<file path="src/rtl/pci_bus_arbiter.sv">
// Central PCI arbiter: round-robin grant with turnaround, BUSY tracking and
// a grant timeout for masters that never drive FRAME#.
module pci_bus_arbiter #(
  parameter  int NUM_MASTERS = 3,
  parameter  int GNT_TIMEOUT = 16,
  localparam int OW          = (NUM_MASTERS > 1) ? $clog2(NUM_MASTERS) : 1
) (
  input  logic                   clck,
  input  logic                   rst_n,
  input  logic [NUM_MASTERS-1:0] req_n,
  input  logic                   frame_n,
  input  logic                   irdy_n,
  output logic [NUM_MASTERS-1:0] gnt_n,
  output logic [OW-1:0]          owner,
  output logic                   owner_valid,
  output logic                   timeout_pulse
);

  typedef enum logic [1:0] {IDLE, GRANTED, BUSY} state_t;

  state_t                 state, state_d;
  logic [7:0]             timer, timer_d;
  logic [OW-1:0]          last_grant, last_d;
  logic [NUM_MASTERS-1:0] gnt_d;
  logic [OW-1:0]          owner_d;
  logic                   valid_d, pulse_d;
  logic [OW-1:0]          win, cand;
  logic                   any_req;
  logic                   bus_idle;

  assign bus_idle = frame_n & irdy_n;

  // Walk from the farthest candidate to the nearest so the nearest requester
  // after last_grant is the one left standing.
  always_comb begin
    any_req = 1'b0;
    win     = '0;
    cand    = '0;
    for (int i = NUM_MASTERS; i >= 1; i--) begin
      cand = OW'((int'(last_grant) + i) % NUM_MASTERS);
      if (!req_n[cand]) begin
        any_req = 1'b1;
        win     = cand;
      end
    end
  end

  always_comb begin
    state_d = state;
    timer_d = timer;
    last_d  = last_grant;
    gnt_d   = gnt_n;
    owner_d = owner;
    valid_d = owner_valid;
    pulse_d = 1'b0;
    case (state)
      IDLE: begin
        gnt_d   = '1;
        valid_d = 1'b0;
        if (any_req && bus_idle) begin
          gnt_d[win] = 1'b0;
          owner_d    = win;
          valid_d    = 1'b1;
          timer_d    = '0;
          state_d    = GRANTED;
        end
      end
      GRANTED: begin
        if (!frame_n) begin
          last_d  = owner;
          state_d = BUSY;
        end else if (req_n[owner]) begin
          gnt_d   = '1;
          valid_d = 1'b0;
          state_d = IDLE;
        end else if (timer == 8'(GNT_TIMEOUT - 1)) begin
          gnt_d   = '1;
          valid_d = 1'b0;
          pulse_d = 1'b1;
          last_d  = owner;
          state_d = IDLE;
        end else if (timer != '1) begin
          timer_d = timer + 8'd1;
        end
      end
      BUSY: begin
        // Release is sticky: a re-request mid-transaction waits for IDLE.
        if (req_n[owner]) gnt_d[owner] = 1'b1;
        if (bus_idle) begin
          gnt_d   = '1;
          valid_d = 1'b0;
          state_d = IDLE;
        end
      end
      default: begin
        gnt_d   = '1;
        valid_d = 1'b0;
        state_d = IDLE;
      end
    endcase
  end

  always_ff @(posedge clck or negedge rst_n) begin
    if (!rst_n) begin
      state         <= IDLE;
      timer         <= '0;
      last_grant    <= OW'(NUM_MASTERS - 1);
      gnt_n         <= '1;
      owner         <= '0;
      owner_valid   <= 1'b0;
      timeout_pulse <= 1'b0;
    end else begin
      state         <= state_d;
      timer         <= timer_d;
      last_grant    <= last_d;
      gnt_n         <= gnt_d;
      owner         <= owner_d;
      owner_valid   <= valid_d;
      timeout_pulse <= pulse_d;
    end
  end

endmodule

</file>
<file path="config.mk">
export PLATFORM = sky130hd
export DESIGN_NAME = pci_bus_arbiter
export DESIGN_NICKNAME = d
export VERILOG_FILES = /design/src/rtl/pci_bus_arbiter.sv
export SDC_FILE = /design/constraint.sdc
export NUM_CORES = 1
export LEC_CHECK = 0
export CORE_ASPECT_RATIO = 1.25
export CORE_MARGIN = 1.5
export CORE_UTILIZATION = 50
export CTS_CLUSTER_SIZE = 20
export DETAILED_ROUTE_END_ITERATION = 10
export GPL_ROUTABILITY_DRIVEN = 1
export GPL_TIMING_DRIVEN = 0
export PLACE_DENSITY = 0.75
export SLEW_MARGIN = 10
export SYNTH_ARGS = -nofsm -noshare
export SYNTH_HDL_FRONTEND = slang
export SYNTH_SLANG_ARGS = --single-unit
</file>
<file path="constraint.sdc">
create_clock -name clck -period 2 [get_ports clck]
set_clock_uncertainty 0.1 [all_clocks]
set_input_delay 0.3 -clock clck [delete_from_list [all_inputs] [get_ports clck]]
set_output_delay 0.3 -clock clck [all_outputs]
set_load 0.005 [all_outputs]
</file>
# After elaboration in Yosys (flattened, before gate mapping)
# Index checks and enable logic that the tools add are counted.
# word_totals
register_bits	19
input_bits	7
elab_cells	100
# op_classes
addsub	4
div	3
n_lt_le_gt_ge	7
n_eq_ne	15
mux	50
bitwise_logic	3
n_reduce_logical	11
# op_table
cell	count
32-bit by 3-bit remainder unit with 32-bit output (second input constant)	3
8-bit two-way mux	5
2-bit two-way mux	11
1-bit two-way mux	18
3-bit two-way mux	6
8-bit case mux with 2 select lines	1
2-bit by 3-bit < comparator with 1-bit output (second input constant)	5
2-bit inequality test (second input constant)	7
3-bit AND reduction	4
3-bit case mux with 3 select lines	1
8-bit by 1-bit adder with 8-bit output (second input constant)	1
1-bit binary-select mux with 2-bit select	4
8-bit by 4-bit equality test with 1-bit output (second input constant)	1
8-bit inequality test (second input constant)	1
2-bit by 2-bit adder with 3-bit output (second input constant)	2
3-bit inequality test (second input constant)	2
2-bit case mux with 3 select lines	1
6-bit AND reduction	1
1-bit demux with 2-bit select	2
2-bit by 1-bit >= comparator with 1-bit output (second input constant)	2
4-bit inequality test (second input constant)	1
2-bit by 1-bit adder with 3-bit output (second input constant)	1
1-bit logical AND	3
3-bit inverter	1
other kinds (9)	9

# Depth between registers and ports, before layout
# Gate-level depths: netlist of the first run.
# logic_depth
ltp_word	14
ltp_mapped	8
depth_no_buf	7

# Worst setup path after synthesis of the first run
# Ideal clock, no wire load.
# synth_path
path_kind	register -> register
start	register last_grant[1]
end	register owner[1]
setup_ns	0.118
t_arrival_ns	1.849
t_required_ns	1.782
setup_slack_ns	-0.067
stages_incl_launch_ff	9
n_path_buf	1
period_less_slack_ns	2.067
cell_sequence	dfstp_2 > inv_1 > ha_1 > buf_2 > mux2i_1 > o32a_1 > o211a_1 > and3_1 > a21o_1
# synth_between
elab_chain_cells	9
elab_cells_between_ends	20
# synth_rtl
item	line	rtl
start, declared	23	logic [OW-1:0] last_grant, last_d;
start signal, assigned	107	last_grant <= OW'(NUM_MASTERS - 1);
start signal, assigned	115	last_grant <= last_d;
2-bit by 2-bit adder with 3-bit output	40	cand = OW'((int'(last_grant) + i) % NUM_MASTERS);
32-bit by 3-bit remainder unit with 32-bit output	40	
1-bit binary-select mux with 2-bit select	41	if (!req_n[cand]) begin
1-bit two-way mux (implied by the code)	41	
1-bit two-way mux (3 in a row)	41	
1-bit logical AND	60	if (any_req && bus_idle) begin
2-bit AND reduction (no source line)	n/a	
end signal, assigned	117	owner <= owner_d;
end, declared	14	output logic [OW-1:0] owner,
# Parallel ways exist; a longest one is shown, timed or not. The select of a mux whose other input is x is not followed.
# A chain may end at the register's enable or synchronous reset.

# Final worst setup path of the first run
# Ends and elaborated chain as after synthesis.

==> impl_results.html, run 1 <==
<table>
<tr><th>Metric</th><th>Value</th></tr>
<tr><th colspan="2">Clock network</th></tr>
<tr><td>Insertion delay to the later sink of the worst-skew pair</td><td>0.29 ns</td></tr>
<tr><td>Number of buffers created by CTS</td><td>3</td></tr>
<tr><td>Root buffer selected by CTS</td><td>sky130_fd_sc_hd__clkbuf_4</td></tr>
<tr><td>CTS sink count</td><td>19</td></tr>
<tr><td>Max clock buf depth</td><td>2</td></tr>
<tr><td>CTS tree</td><td>done</td></tr>
<tr><td>Clock transition at path regs</td><td>0.11 ns</td></tr>
<tr><td>Clock H-tree levels</td><td>1</td></tr>
<tr><td>Hold-fix buffers at CTS</td><td>0</td></tr>
<tr><th colspan="2">Synth</th></tr>
<tr><td>Per-instance average area after synthesis</td><td>9.08 sq um</td></tr>
<tr><td>Cell area after synthesis</td><td>1330 sq um</td></tr>
<tr><td>Commonest cells in the synthesized netlist</td><td>sky130_fd_sc_hd__a21oi_1, sky130_fd_sc_hd__dfrtp_1, sky130_fd_sc_hd__nand2_1, sky130_fd_sc_hd__inv_1, sky130_fd_sc_hd__o21ai_0</td></tr>
<tr><td>Share of Yosys cell area claimed by the top area cell type</td><td>28.3%</td></tr>
<tr><td>Async set-or-reset flop fraction in the synthesized netlist</td><td>100%</td></tr>
<tr><td>Most area-consuming cells after synthesis</td><td>sky130_fd_sc_hd__dfrtp_1, sky130_fd_sc_hd__dfstp_2, sky130_fd_sc_hd__a21oi_1, sky130_fd_sc_hd__ha_1, sky130_fd_sc_hd__mux2i_1</td></tr>
<tr><td>Syn nets</td><td>158</td></tr>
<tr><td>Synthesized netlist cell count</td><td>146</td></tr>
<tr><td>Number of warnings printed during yosys synthesis</td><td>0</td></tr>
<tr><td>FF+latch count, synth</td><td>19</td></tr>
<tr><td>Most area-hungry cell type in the Yosys netlist</td><td>sky130_fd_sc_hd__dfrtp_1</td></tr>
<tr><td>Unique cell type count in the Yosys netlist</td><td>47</td></tr>
<tr><td>Post-synth EDFFs</td><td>0</td></tr>
<tr><td>Primary flip-flop cell chosen by synthesis mapping</td><td>sky130_fd_sc_hd__dfrtp_1</td></tr>
<tr><td>Share of synthesized area occupied by flip-flops and latches</td><td>36.2%</td></tr>
<tr><th colspan="2">Timing</th></tr>
<tr><td>Time the final worst path needs with I/O delays and setup</td><td>2.10 ns</td></tr>
<tr><td>Worst Tran Pin Value</td><td>0.870 ns</td></tr>
<tr><td>Count of final setup violators</td><td>14</td></tr>
<tr><td>Worst Hold Slack</td><td>0.390 ns</td></tr>
<tr><td>Worst path setup slack after routing</td><td>-0.103 ns</td></tr>
<tr><td>Setup repair after global routing missed its margin</td><td>true</td></tr>
<tr><td>Max-Slew Margin vs Limit</td><td>41.8%</td></tr>
<tr><td>FMAX</td><td>0.476 GHz</td></tr>
<tr><td>Endpoints failing hold</td><td>0</td></tr>
<tr><td>Final max-slew violation count</td><td>0</td></tr>
<tr><td>Period Utilization, post-route</td><td>105%</td></tr>
<tr><td>TNS Setup</td><td>-0.667 ns</td></tr>
<tr><th colspan="2">Global route</th></tr>
<tr><td>Wire length of the first global-routing pass</td><td>5430 um</td></tr>
<tr><td>Via count of the first global-routing pass</td><td>1247</td></tr>
<tr><td>Number of antenna violations at the first check in global routing</td><td>0</td></tr>
<tr><td>GRT Total Usage</td><td>23.6%</td></tr>
<tr><td>Pin count of the biggest net entering global routing</td><td>20</td></tr>
<tr><td>Overflow after GRT</td><td>0</td></tr>
<tr><th colspan="2">Detailed routing</th></tr>
<tr><td>Routed WL per cell</td><td>15.9 um</td></tr>
<tr><td>Number of remaining DRC errors</td><td>0</td></tr>
<tr><td>Total wire length</td><td>3300 um</td></tr>
<tr><td>Final ANT Viol Nets</td><td>0</td></tr>
<tr><td>Detailed Route Iter0 Violations</td><td>49</td></tr>
<tr><td>Number of iterations in the first detailed-routing pass</td><td>4</td></tr>
<tr><td>Per-cell via count in the routed design</td><td>6.11</td></tr>
<tr><td>Routed vias</td><td>1271</td></tr>
<tr><th colspan="2">Placement</th></tr>
<tr><td>Instance count after placement with tap cells included</td><td>191</td></tr>
<tr><td>I/O Buffers</td><td>12</td></tr>
<tr><td>Gp weighted congestion</td><td>0.896</td></tr>
<tr><td>HPWL after DPL</td><td>2200 um</td></tr>
<tr><th colspan="2">Run status</th></tr>
<tr><td>Violations in the final reports</td><td>negative setup slack</td></tr>
<tr><td>Status</td><td>complete, but fails checks</td></tr>
<tr><th colspan="2">Floorplanning</th></tr>
<tr><td>Initial standard-cell utilization of the core</td><td>53.5%</td></tr>
<tr><td>Top-Level Pins</td><td>14</td></tr>
<tr><td>Standard cell core area</td><td>2480 sq um</td></tr>
<tr><td># rows</td><td>20</td></tr>
<tr><td>Die height</td><td>60.6 um</td></tr>
<tr><td>Chip Width</td><td>49.1 um</td></tr>
<tr><td>Die outline area</td><td>2970 sq um</td></tr>
<tr><th colspan="2">Setup path</th></tr>
<tr><td>Category of the worst setup path capture point</td><td>register</td></tr>
<tr><td>Slowest library cell on the worst path</td><td>sky130_fd_sc_hd__dfstp_2</td></tr>
<tr><td>Worst stage delay on the critical path</td><td>0.57 ns</td></tr>
<tr><td>Register-to-Register Setup Slack</td><td>-0.10 ns</td></tr>
<tr><td>Biggest fanout along the worst timing path</td><td>3</td></tr>
<tr><td>Cells on worst reg2reg path</td><td>7</td></tr>
<tr><td>Critical register-to-register path startpoint</td><td>last_grant[1]</td></tr>
<tr><td>Sequence of cells on the critical path</td><td>inv_2 -&gt; ha_4 -&gt; mux2i_4 -&gt; o32a_1 -&gt; o211a_1 -&gt; and3_4 -&gt; a21o_1</td></tr>
<tr><td>Reg-to-reg critical path endpoint</td><td>owner[1]</td></tr>
<tr><td>Classification of the worst setup path</td><td>register to register</td></tr>
<tr><td>Arrival time of the worst setup path</td><td>2.20 ns</td></tr>
<tr><td>Kind of launch point of the worst setup path</td><td>register</td></tr>
<tr><td>CP Data Required Time</td><td>2.10 ns</td></tr>
<tr><th colspan="2">Cells and area</th></tr>
<tr><td>P&amp;R area growth vs syn</td><td>32.0%</td></tr>
<tr><td>Count of antenna diodes in the layout</td><td>0</td></tr>
<tr><td>Share of post-route cells with drive strength above 1</td><td>28.6%</td></tr>
<tr><td>Non-filler instance count after layout</td><td>208</td></tr>
<tr><td>Number of nets at the end of the flow</td><td>188</td></tr>
<tr><th colspan="2">Power</th></tr>
<tr><td>Maximum vdd ir drop</td><td>0.000807 V</td></tr>
<tr><td>Static leakage power</td><td>0.000748 uW</td></tr>
<tr><td>Cell Pwr Density</td><td>1310 nW/um^2</td></tr>
<tr><th colspan="2">Hold path</th></tr>
<tr><td>Path class of the lowest-slack min-delay path</td><td>input port to asynchronous set/reset pin</td></tr>
<tr><th colspan="2">Run</th></tr>
<tr><td>Maximum Capacitance Violations</td><td>0</td></tr>
</table>
## flip-flops by register name (all words and copies together), names as in the netlist
signal and flops:
timer 8, gnt_n 3, last_grant 2, owner 2
state 2, owner_valid 1, timeout_pulse 1
## layout make-up
class	count	area, sq um
Buffer	4	21.3
Inverter	7	26.3
Tap cell	33	41.3
Clock inverter	1	5.00
Fill cell	174	727
Sequential cell	19	480
Multi-Input combinational cell	114	905
Timing Repair Buffer	27	249
Clock buffer	3	22.5
## metrics by stage
step	power [uW]	utilization, %	setup slack [ns]	instance area [sq um]
final	2300	70.7	-0.103	1750
after global routing	2460	70.7	-0.190	1750
after CTS	2090	67.0	-0.0942	1660
after detailed placement	1680	61.0	-0.341	1510
after global placement	1640	61.0	-0.304	1510
after floorplan	1380	-	-0.0532	1350
## kinds of logic (layout without fill, tap and decap cells)
| family | after synthesis | in the layout | synth area share, % |
|---|---|---|---|
| AO/OA/AOI/OAI | 53 | 53 | 28.6 |
| buffers and inverters | 13 | 42 | 4.06 |
| flip-flops | 19 | 19 | 36.2 |
| AND/OR/NAND/NOR | 50 | 50 | 21.9 |
| multiplexers | 6 | 6 | 4.53 |
| adder cells (fa/ha/maj) | 5 | 5 | 4.72 |
## metal layers
layer | GRT usage, % | part of all wire, %
met1 | 27.9 | 42
met2 | 44.0 | 52
met3 | 2.46 | 4.2
met4 | 9.80 | 2.2
met5 | 0 | 0
## timing repair
item | 4_1_cts | 5_1_grt
setup endpoints to repair | 12 | 16
pin swaps | 7 | 9
buffers inserted | 8 | 7
resized for setup | 12 | 10
## worst max-delay path, delay by kind of cell, from the launching register on
| family | cells | cell delay, ns |
|---|---|---|
| adders and majority gates | 1 | 0.17 |
| AOI/OAI and AO/OA | 3 | 0.78 |
| and+or+nand+nor | 1 | 0.16 |
| muxes | 1 | 0.19 |
| DFF | 1 | 0.57 |
| buffers and inverters | 1 | 0.05 |
## where the power goes
part           switching, uW  internal (uW)  total [uW]  leakage, uW
clock                    116           74.4         190    0.0000177
sequential              98.4            508         607     0.000244
combinational            730            771        1500     0.000487
## worst max-delay path by stage
stage | startpoint | to | slack [ns] | cells past startpoint
floorplan | last_grant[1] | owner[1] | -0.05 | 8
global placement | req_n[0] | timer[4] | -0.30 | 6
detailed placement | req_n[0] | timer[5] | -0.34 | 6
CTS | last_grant[1] | owner[1] | -0.09 | 7
global route | req_n[0] | timer[0] | -0.19 | 7
finish | last_grant[1] | owner[1] | -0.10 | 7
## layout by cell type (no fill, tap or decap), drive strengths merged, types with 5 or more instances in the layout
cell type      netlist  layout
a21oi               16      16
and3                 5       5
buf                  4      18
clkdlybuf4s50        0      12
dfrtp               15      15
ha                   5       5
inv                  7       7
mux2i                6       6
nand2                8       8
nand3                5       5
nor2                 7       7
o211ai               5       5
o21ai                9       9
(Power assumes the default switching activity.)
==> inputs of run 2 (changes only) <==
--- a/config.mk
+++ b/config.mk
@@ -11,7 +11,6 @@
 export CTS_CLUSTER_SIZE = 20
 export DETAILED_ROUTE_END_ITERATION = 10
 export GPL_ROUTABILITY_DRIVEN = 1
-export GPL_TIMING_DRIVEN = 0
 export PLACE_DENSITY = 0.75
 export SLEW_MARGIN = 10
 export SYNTH_ARGS = -nofsm -noshare
==> run 2 against run 1 <==
The run still ends with negative setup slack left; global-route usage is 2.1 points higher; via count is 7.6% higher; final cell count is 7.2% higher; combinational power is 3% higher.
==> impl_results.html, run 2 (synthesis results as in run 1) <==
<table>
<tr><th>Metric</th><th>Value</th></tr>
<tr><th colspan="2">Run status</th></tr>
<tr><td>Status</td><td>complete, but fails checks</td></tr>
<tr><td>Violations in the final reports</td><td>negative setup slack</td></tr>
<tr><th colspan="2">Setup path</th></tr>
<tr><td>Cell family with the largest share of critical-path delay</td><td>compound AO/OA/AOI/OAI gates</td></tr>
<tr><td>Sequence of cells on the critical path</td><td>buf_4 -&gt; ha_4 -&gt; buf_4 -&gt; nand3b_1 -&gt; o21a_1 -&gt; o211a_1 -&gt; and3_4 -&gt; a21o_1</td></tr>
<tr><td>Biggest fanout along the worst timing path</td><td>8</td></tr>
<tr><td>Buf/Inv on CP</td><td>2</td></tr>
<tr><td>Register-to-Register Setup Slack</td><td>-0.13 ns</td></tr>
<tr><td>Worst stage delay on the critical path</td><td>0.57 ns</td></tr>
<tr><td>Crit. path cell count</td><td>8</td></tr>
<tr><td>Category of the worst setup path capture point</td><td>register</td></tr>
<tr><td>Slowest library cell on the worst path</td><td>sky130_fd_sc_hd__dfstp_2</td></tr>
<tr><td>Arrival time of the worst setup path</td><td>2.24 ns</td></tr>
<tr><td>Classification of the worst setup path</td><td>register to register</td></tr>
<tr><td>Critical path's most frequent cell</td><td>sky130_fd_sc_hd__buf_4</td></tr>
<tr><td>Critical register-to-register path startpoint</td><td>last_grant[1]</td></tr>
<tr><td>Cells on worst reg2reg path</td><td>8</td></tr>
<tr><td>Kind of launch point of the worst setup path</td><td>register</td></tr>
<tr><td>Endpoint of the most critical setup path</td><td>owner[1]</td></tr>
<tr><td>Critical Path Start</td><td>last_grant[1]</td></tr>
<tr><td>CP Data Required Time</td><td>2.11 ns</td></tr>
<tr><td>Reg-to-reg critical path endpoint</td><td>owner[1]</td></tr>
<tr><th colspan="2">Clock network</th></tr>
<tr><td>CTS sink count</td><td>19</td></tr>
<tr><td>Max clock buf depth</td><td>2</td></tr>
<tr><td>Insertion delay to the later sink of the worst-skew pair</td><td>0.30 ns</td></tr>
<tr><td>Number of buffers created by CTS</td><td>3</td></tr>
<tr><td>Hold-fix buffers at CTS</td><td>0</td></tr>
<tr><td>CTS tree</td><td>done</td></tr>
<tr><td>Clock transition at path regs</td><td>0.11 ns</td></tr>
<tr><td>Clock H-tree levels</td><td>1</td></tr>
<tr><td>Root buffer selected by CTS</td><td>sky130_fd_sc_hd__clkbuf_4</td></tr>
<tr><th colspan="2">Timing</th></tr>
<tr><td>Max-Slew Margin vs Limit</td><td>73.0%</td></tr>
<tr><td>FMAX</td><td>0.469 GHz</td></tr>
<tr><td>Period Utilization, post-route</td><td>107%</td></tr>
<tr><td>Worst Tran Pin Value</td><td>0.404 ns</td></tr>
<tr><td>Worst Hold Slack</td><td>0.222 ns</td></tr>
<tr><td>Endpoints failing hold</td><td>0</td></tr>
<tr><td>Worst path setup slack after routing</td><td>-0.133 ns</td></tr>
<tr><td>Time the final worst path needs with I/O delays and setup</td><td>2.13 ns</td></tr>
<tr><td>Setup repair after global routing missed its margin</td><td>true</td></tr>
<tr><td>Count of final setup violators</td><td>13</td></tr>
<tr><td>Final max-slew violation count</td><td>0</td></tr>
<tr><th colspan="2">Placement</th></tr>
<tr><td>Placement-stage cell area</td><td>1700 sq um</td></tr>
<tr><td>Post-placement worst setup slack</td><td>-0.221 ns</td></tr>
<tr><td>HPWL after DPL</td><td>2580 um</td></tr>
<tr><td>I/O Buffers</td><td>13</td></tr>
<tr><td>Gp weighted congestion</td><td>0.884</td></tr>
<tr><td>Instance count after placement with tap cells included</td><td>215</td></tr>
<tr><th colspan="2">Detailed routing</th></tr>
<tr><td>Number of iterations in the first detailed-routing pass</td><td>4</td></tr>
<tr><td>Number of remaining DRC errors</td><td>0</td></tr>
<tr><td>Detailed Route Iter0 Violations</td><td>31</td></tr>
<tr><td>Final ANT Viol Nets</td><td>0</td></tr>
<tr><td>Routed vias</td><td>1367</td></tr>
<tr><td>Per-cell via count in the routed design</td><td>6.13</td></tr>
<tr><td>Total wire length</td><td>3800 um</td></tr>
<tr><td>Routed WL per cell</td><td>17.0 um</td></tr>
<tr><th colspan="2">Global route</th></tr>
<tr><td>Number of antenna violations at the first check in global routing</td><td>0</td></tr>
<tr><td>Pin count of the biggest net entering global routing</td><td>20</td></tr>
<tr><td>Wire length of the first global-routing pass</td><td>5900 um</td></tr>
<tr><td>Via count of the first global-routing pass</td><td>1381</td></tr>
<tr><td>GRT Total Usage</td><td>25.7%</td></tr>
<tr><td>Overflow after GRT</td><td>0</td></tr>
<tr><th colspan="2">Power</th></tr>
<tr><td>Static leakage power</td><td>0.000822 uW</td></tr>
<tr><td>Cell Pwr Density</td><td>1280 nW/um^2</td></tr>
<tr><td>Maximum vdd ir drop</td><td>0.000868 V</td></tr>
<tr><td>Net Sw Power</td><td>1010 uW</td></tr>
<tr><td>Combinational share of power</td><td>65.3%</td></tr>
<tr><td>Clock Power Share</td><td>8.5%</td></tr>
<tr><td>Share of power burned in registers</td><td>26.2%</td></tr>
<tr><td>Internal Power</td><td>1370 uW</td></tr>
<tr><td>Switching share of total power</td><td>42.4%</td></tr>
<tr><th colspan="2">Floorplanning</th></tr>
<tr><td>Standard cell core area</td><td>2480 sq um</td></tr>
<tr><td>Top-Level Pins</td><td>14</td></tr>
<tr><td>Die outline area</td><td>2970 sq um</td></tr>
<tr><td># rows</td><td>20</td></tr>
<tr><td>Chip Width</td><td>49.1 um</td></tr>
<tr><td>Initial standard-cell utilization of the core</td><td>53.5%</td></tr>
<tr><td>Die height</td><td>60.6 um</td></tr>
<tr><th colspan="2">Cells and area</th></tr>
<tr><td>Area of all placed cells without fillers</td><td>1850 sq um</td></tr>
<tr><td>Largest register by flop count</td><td>timer</td></tr>
<tr><td>Commonest non-fill, non-tap cell in the layout</td><td>sky130_fd_sc_hd__buf_4</td></tr>
<tr><td>P&amp;R area growth vs syn</td><td>39.6%</td></tr>
<tr><td>Share of post-route cells with drive strength above 1</td><td>33.7%</td></tr>
<tr><td>Finished Core Util</td><td>74.7%</td></tr>
<tr><td>Non-filler instance count after layout</td><td>223</td></tr>
<tr><td>Commonest non-fill, non-tap cells in the layout</td><td>sky130_fd_sc_hd__buf_4, sky130_fd_sc_hd__dfrtp_1, sky130_fd_sc_hd__clkdlybuf4s50_1, sky130_fd_sc_hd__a21oi_1, sky130_fd_sc_hd__nand2_1</td></tr>
<tr><td>Registers with the most flip-flops</td><td>timer (8), gnt_n (3)</td></tr>
<tr><td>Count of antenna diodes in the layout</td><td>0</td></tr>
<tr><td>Max reg flops</td><td>8</td></tr>
<tr><td>Number of nets at the end of the flow</td><td>203</td></tr>
<tr><th colspan="2">Run</th></tr>
<tr><td>Maximum Capacitance Violations</td><td>0</td></tr>
<tr><th colspan="2">Hold path</th></tr>
<tr><td>Path class of the lowest-slack min-delay path</td><td>input port to asynchronous set/reset pin</td></tr>
</table>
-- run 2: changes by cell type in the layout (fill, tap and decap cells not counted), moves of 2 or more --
cell	delta
sky130_fd_sc_hd__a21oi_1	-2
sky130_fd_sc_hd__a21oi_2	+2
sky130_fd_sc_hd__buf_2	-2
sky130_fd_sc_hd__buf_4	+17
-- run 2: timing repair --
| item | in CTS | in global routing |
|---|---|---|
| setup buffers | 1 | 3 |
| pin swaps | 2 | 14 |
| resized for setup | 5 | 14 |
| endpoints found under the setup margin | 11 | 14 |
-- run 2: cell type report --
class                           count  area [sq um]
Multi-Input combinational cell    114           891
Timing Repair Buffer               46           385
Tap cell                           33          41.3
Clock buffer                        3          22.5
Fill cell                         174           626
Sequential cell                    19           480
Inverter                            7          26.3
Clock inverter                      1          5.00
-- run 2: power groups by stage --
stage	combinational, uW	clock, uW	sequential, uW
floorplan	775	0	604
finish	1550	201	623
global placement	1230	0	628
detailed placement	1260	0	631
CTS	1330	209	618
global route	1670	217	636
-- run 2: how the worst min path moves through the flow --
stage	cells after the start	from	endpoint
3_5_place_dp	2	gnt_n[1]	gnt_n[1]
6_report	2	rst_n	timer[3]
2_1_floorplan	0	rst_n	last_grant[0]
4_1_cts	2	rst_n	timer[3]
5_1_grt	2	rst_n	timer[3]
3_3_place_gp	1	timer[1]	timer[1]
-- run 2: through the flow --
stage               TNS (ns)  total power [uW]
finish                -0.614              2380
global route           -1.76              2520
CTS                   -0.399              2160
detailed placement     -2.28              1890
global placement       -1.22              1860
floorplan            -0.0532              1380
-- run 2: per-layer routing --
metal	global-route usage [%]	share of wire, %	vias up	wire [um]
met3	2.71	4.8	19	184
met4	13.9	4.9	0	187
met5	0	0	-	0
li1	-	-	642	-
met1	26.2	38	644	1430
met2	51.5	53	62	2000
